## config.mk

```make
export PLATFORM = sky130hd
export DESIGN_NAME = lsu_ctrl
export DESIGN_NICKNAME = d
export VERILOG_FILES = /design/src/rtl/lsu_pkg.sv /design/src/rtl/lsu_load_align.sv /design/src/rtl/lsu_ctrl.sv
export SDC_FILE = /design/constraint.sdc
export NUM_CORES = 1
export LEC_CHECK = 0
export CAP_MARGIN = 20
export CORE_MARGIN = 1
export CORE_UTILIZATION = 50
export CTS_CLUSTER_SIZE = 16
export DETAILED_ROUTE_END_ITERATION = 16
export DONT_BUFFER_PORTS = 1
export GPL_ROUTABILITY_DRIVEN = 1
export PLACE_DENSITY_LB_ADDON = 0.3
export SYNTH_ARGS = -nofsm -noshare
export SYNTH_HDL_FRONTEND = slang
export SYNTH_SLANG_ARGS = --single-unit
export TNS_END_PERCENT = 50
```

## constraint.sdc

```tcl
create_clock -name clk -period 3.5 [get_ports clk]
set_input_delay 0.525 -clock clk [delete_from_list [all_inputs] [get_ports clk]]
set_output_delay 0.525 -clock clk [all_outputs]
set_load 0.1 [all_outputs]
```

## src/rtl/lsu_pkg.sv

```systemverilog
// lsu_pkg: size codes, FSM state codes, byte-lane table and lane helpers for the load/store unit
package lsu_pkg;
  localparam logic [1:0] SZ_BYTE = 2'b00;
  localparam logic [1:0] SZ_HALF = 2'b01;
  localparam logic [1:0] SZ_WORD = 2'b10;
  localparam logic [1:0] SZ_RSVD = 2'b11;
  localparam logic [1:0] ST_IDLE = 2'd0;
  localparam logic [1:0] ST_ACCESS = 2'd1;
  localparam logic [1:0] ST_DONE = 2'd2;
  localparam logic [3:0] BE_BYTE = 4'b0001;
  localparam logic [3:0] BE_HALF = 4'b0011;
  localparam logic [3:0] BE_WORD = 4'b1111;
  function automatic logic [1:0] lane_off(input logic [1:0] size, input logic [1:0] addr);
    return size == SZ_BYTE ? addr : size == SZ_HALF ? {addr[1], 1'b0} : 2'b00;
  endfunction
  function automatic logic [3:0] lane_en(input logic [1:0] size, input logic [1:0] off);
    return size == SZ_WORD ? BE_WORD : (size == SZ_HALF ? BE_HALF : BE_BYTE) << off;
  endfunction
  function automatic logic [31:0] replicate(input logic [1:0] size, input logic [31:0] w);
    return size == SZ_BYTE ? {4{w[7:0]}} : size == SZ_HALF ? {2{w[15:0]}} : w;
  endfunction
endpackage

```

## src/rtl/lsu_load_align.sv

```systemverilog
// lsu_load_align: picks the addressed lane of rdata (size, off) and sign/zero-extends it into data
module lsu_load_align
  import lsu_pkg::*;
(
  input  logic [31:0] rdata,
  input  logic [1:0]  size,
  input  logic        sign_ext,
  input  logic [1:0]  off,
  output logic [31:0] data
);
  logic [31:0] sh;
  assign sh = rdata >> {off, 3'b000};
  assign data = size == SZ_BYTE ? {{24{sign_ext & sh[7]}}, sh[7:0]} :
                size == SZ_HALF ? {{16{sign_ext & sh[15]}}, sh[15:0]} : rdata;
endmodule

```

## src/rtl/lsu_ctrl.sv

```systemverilog
// lsu_ctrl: IDLE/ACCESS/DONE load-store FSM; req_* in from execute, dm_* to data memory, busy/done/load_data/lsu_err out; LSU_MISALIGN_CHECK_EN turns misaligned half/word into errors
module lsu_ctrl
  import lsu_pkg::*;
#(
  parameter int TIMEOUT_CYCLES = 16
) (
  input  logic        clk,
  input  logic        reset,
  input  logic        req_valid,
  input  logic        req_write,
  input  logic [1:0]  req_size,
  input  logic        req_signed,
  input  logic [31:0] req_addr,
  input  logic        req_addr_ovf,
  input  logic [31:0] req_wdata,
  output logic        dm_enable,
  output logic        dm_write,
  output logic [31:0] dm_address,
  output logic [31:0] dm_wdata,
  output logic [3:0]  dm_byte_en,
  input  logic        dm_ready,
  input  logic [31:0] dm_rdata,
  output logic        busy,
  output logic        done,
  output logic [31:0] load_data,
  output logic        lsu_err
);
  localparam int CW = $clog2(TIMEOUT_CYCLES + 1);
  localparam logic [CW-1:0] LAST = CW'(TIMEOUT_CYCLES - 1);
  logic [1:0] state, size_q, off_q;
  logic write_q, signed_q, mis, err;
  logic [29:0] word_q;
  logic [31:0] wdata_q, aligned;
  logic [CW-1:0] cnt;
`ifdef LSU_MISALIGN_CHECK_EN
  assign mis = (req_size == SZ_HALF && req_addr[0]) || (req_size == SZ_WORD && req_addr[1:0] != 2'b00);
`else
  assign mis = 1'b0;
`endif
  assign err = req_addr_ovf || req_size == SZ_RSVD || mis;
  assign busy = state != ST_IDLE;
  assign done = state == ST_DONE;
  assign dm_enable = state == ST_ACCESS;
  assign dm_write = dm_enable & write_q;
  assign dm_address = {word_q, 2'b00};
  assign dm_wdata = replicate(size_q, wdata_q);
  assign dm_byte_en = dm_enable ? lane_en(size_q, off_q) : 4'b0000;
  lsu_load_align u_align (
    .rdata(dm_rdata),
    .size(size_q),
    .sign_ext(signed_q),
    .off(off_q),
    .data(aligned)
  );
  always_ff @(posedge clk or posedge reset) begin
    if (reset) begin
      state <= ST_IDLE;
      size_q <= 2'b00;
      off_q <= 2'b00;
      write_q <= 1'b0;
      signed_q <= 1'b0;
      word_q <= '0;
      wdata_q <= '0;
      cnt <= '0;
      load_data <= '0;
      lsu_err <= 1'b0;
    end else if (state == ST_IDLE) begin
      if (req_valid) begin
        size_q <= req_size;
        off_q <= lane_off(req_size, req_addr[1:0]);
        write_q <= req_write;
        signed_q <= req_signed;
        word_q <= req_addr[31:2];
        wdata_q <= req_wdata;
        cnt <= '0;
        state <= err ? ST_DONE : ST_ACCESS;
        if (err) lsu_err <= 1'b1;
      end
    end else if (state == ST_ACCESS) begin
      if (dm_ready) begin
        state <= ST_DONE;
        lsu_err <= 1'b0;
        if (!write_q) load_data <= aligned;
      end else if (cnt == LAST) begin
        state <= ST_DONE;
        lsu_err <= 1'b1;
      end else begin
        cnt <= cnt + 1'b1;
      end
    end else begin
      state <= ST_IDLE;
    end
  end
endmodule

```

==> flow_metrics.env <==
export IMPL_grt_pass1_wl_mm=19.31
export IMPL_portBuffers=0
export IMPL_synthAdderAreaFrac=0.004844
export IMPL_critPathCaptureType="output pin"
export IMPL_ff2ff_setup_slack_ns=1.33
export IMPL_htree_levels=3
export IMPL_cts_root_buf="clkbuf_8"
export IMPL_whs_ns=-0.007275
export IMPL_maxCapViolCount=0
export IMPL_fmax_ghz=0.3389
export IMPL_worst_pin_slew_ns=1.066
export IMPL_num_io_pins=210
export IMPL_fin_crit_ns=2.951
export IMPL_num_antenna_cells=0
export IMPL_criticalPathCategory="reg -> out"
export IMPL_synth_compound_area_frac=0.09276
export IMPL_clock_latency_ns=0.37
export IMPL_synth_cell_types=42
export IMPL_synth_area_leaders="dfrtp_1, mux2_2, nand2_1"
export IMPL_cts_resized=0
export IMPL_nNetsFinal=565
export IMPL_grt_pass1_vias=3587
export IMPL_syn_area_per_cell_sq_um=11.35
export IMPL_gp_congestion=0.8522
export IMPL_rsz0062_at_grt="no"
export IMPL_hold_viol_final=17
export IMPL_slew_headroom=0.2863
export IMPL_grt_use_total=0.2315
export IMPL_die_area_sq_mm=0.01074
export IMPL_violations="negative hold slack"
export IMPL_crit_chain="nor2b_1, a21oi_1, a21oi_2, buf_4"
export IMPL_crit_slowest_cell="dfrtp_1"
export IMPL_drive_above_1_share=0.3254
export IMPL_skew_ns=0.007970
export IMPL_routedWlPerCell_um=20.73
export IMPL_setup_tns_ns=0
export IMPL_synth_edf_count=0
export IMPL_synth_warnings=0
export IMPL_async_reset_ff_frac=1.000
export IMPL_post_cts_buffers=0
export IMPL_core_area_sq_mm=0.009910
export IMPL_arrival_ns=2.43
export IMPL_synth_seq_cells=108
export IMPL_fp_row_count=36
export IMPL_finalSetupViolCount=0
export IMPL_grt_max_degree=90
export IMPL_syn_cell_area_sq_mm=0.005166
export IMPL_ant_nets=0
export IMPL_cts_buffer_depth=2
export IMPL_synthSimpleGateAreaFrac=0.1141
export IMPL_final_util=0.5678
export IMPL_crit_fanout=24
export IMPL_yosysTopAreaCell="dfrtp_1"
export IMPL_cts_hold_buf=0
export IMPL_worst_setup_path_start_kind="flop"
export IMPL_path_clk_slew_ns=0.10
export IMPL_die_y_um=103.7
export IMPL_numClockSinks=108
export IMPL_grt_overflow=0
export IMPL_yosysSeqAreaShare=0.5231
export IMPL_synthFlopType="dfrtp_1"
export IMPL_cts_tree="done"
export IMPL_synth_mux_area_frac=0.2085
export IMPL_postRouteWirelength_mm=12.32
export IMPL_cp_top_family="flip-flops"
export IMPL_drc=0
export IMPL_slowest_delay_ns=0.83
export IMPL_syn_to_final_growth_pct=8.913
export IMPL_dpl_hpwl_mm=9.051
export IMPL_cp_num_buf_inv=1
export IMPL_status="finished, violations left"
export IMPL_syn_inst=455
export IMPL_final_cells=594
export IMPL_maxSlewViolCount=0
export IMPL_drt_iter0_drc=158
export IMPL_fill_cells=846
export IMPL_placed_cells=579
export IMPL_cts_buffers=9
export IMPL_num_vias=3534
export IMPL_period_share=0.8430
export IMPL_antenna_found_initial=0
export IMPL_drt_first_pass_iters=4
export IMPL_synth_xor_area_frac=0.003391
export IMPL_hold_path_class="in -> async"
export IMPL_die_width_um=103.7
export IMPL_viasPerCell=5.949
export IMPL_synth_top_family_by_area="multiplexers"
export IMPL_initial_core_util=0.5213
export IMPL_yosysTopAreaCellShare=0.5231
export IMPL_cp_data_required_time_ns=2.97
-- worst register-to-register path: cells and delay by family (launching register included) --
kind            cells  cell delay [ns]
compound gates      2             0.79
flops               1             0.77
mux                 2             0.47
-- through the flow --
stage          hold slack, ns  setup slack [ns]  instance area [sq um]
6_report            -0.007275            0.5494                   5627
5_1_grt             0.0003251            0.4618                   5627
3_3_place_gp           0.4673             1.062                   5395
3_5_place_dp           0.4840            0.9998                   5395
4_1_cts                0.2812            0.5742                   5599
2_1_floorplan          0.4498           0.06726                   5170
-- final timing paths --
path / startpoint / to / depth (start not counted)
worst min-delay path: reset / word_q[11] / 1
worst max-delay path: off_q[0] / dm_byte_en[2] / 4
worst min register to register: cnt[4] / cnt[4] / 2
max in group asynchronous: reset / load_data[29] / 3
min in group clk: req_size[0] / size_q[0] / 1
worst max register to register: off_q[1] / load_data[8] / 4
-- per-layer routing --
layer / track usage / part of all wire
met5: 0 / 0
met4: 0.1204 / 0.035
met3: 0.07363 / 0.082
met2: 0.3921 / 0.50
met1: 0.2620 / 0.38
-- cells in the mapped netlist, types with 2 or more instances --
master     number
mux2i_1        12
a22oi_1         8
dfrtp_1       108
nand2_1        44
buf_6           2
inv_1          13
o21ai_0        24
nand3_1        32
a32oi_1         7
buf_4          10
mux2_2         83
xor2_1          2
ha_1            2
o2bb2ai_1       7
clkbuf_1       11
a21oi_1        13
nand2b_1       10
o22ai_1         7
nor3b_2         2
nor2_1         16
buf_2          16
nor2b_1         4
nand3b_1        3
-- cells by family (layout without fill, tap and decap cells) --
group	after synthesis	count (layout)
fa+ha+maj	2	2
xor+xnor	2	2
flops	108	108
mux	96	96
buf+inv	53	58
other cells	1	2
simple gates	120	120
compound gates	73	73
-- cell type report --
class                   instances  area (sq um)  area share
inverters                      13         51.30    0.009117
multi-input cells             295          2248      0.3996
clock buffers                  10         127.6     0.02268
clock inverters                 4         76.32     0.01356
flip-flops and latches        108          2704      0.4805
repair buffers                 31         252.7     0.04492
well taps                     133         166.4     0.02958
-- layout by cell type (no fill, tap or decap), types with 4 or more instances in the layout --
master and instances:
inv_1 12, dfrtp_1 107, nand3_1 32, o21ai_0 16, buf_4 30, nand2_1 44, o21ai_2 8, o2bb2ai_1 7
a22oi_1 8, o22ai_1 7, mux2i_1 12, clkbuf_8 9, a21oi_2 4, nand2b_1 10, mux2_2 83, nor2_1 16
a21oi_1 9, a32oi_1 7
-- registers in the layout, indices dropped and copies added (netlist names) --
signal	flops
cnt	5
load_data	32
lsu_err	1
off_q	2
signed_q	1
size_q	2
state	2
wdata_q	32
word_q	30
write_q	1
Power is not shown: default switching activity piles up to over one toggle a cycle in this logic, so the estimate is an artifact.
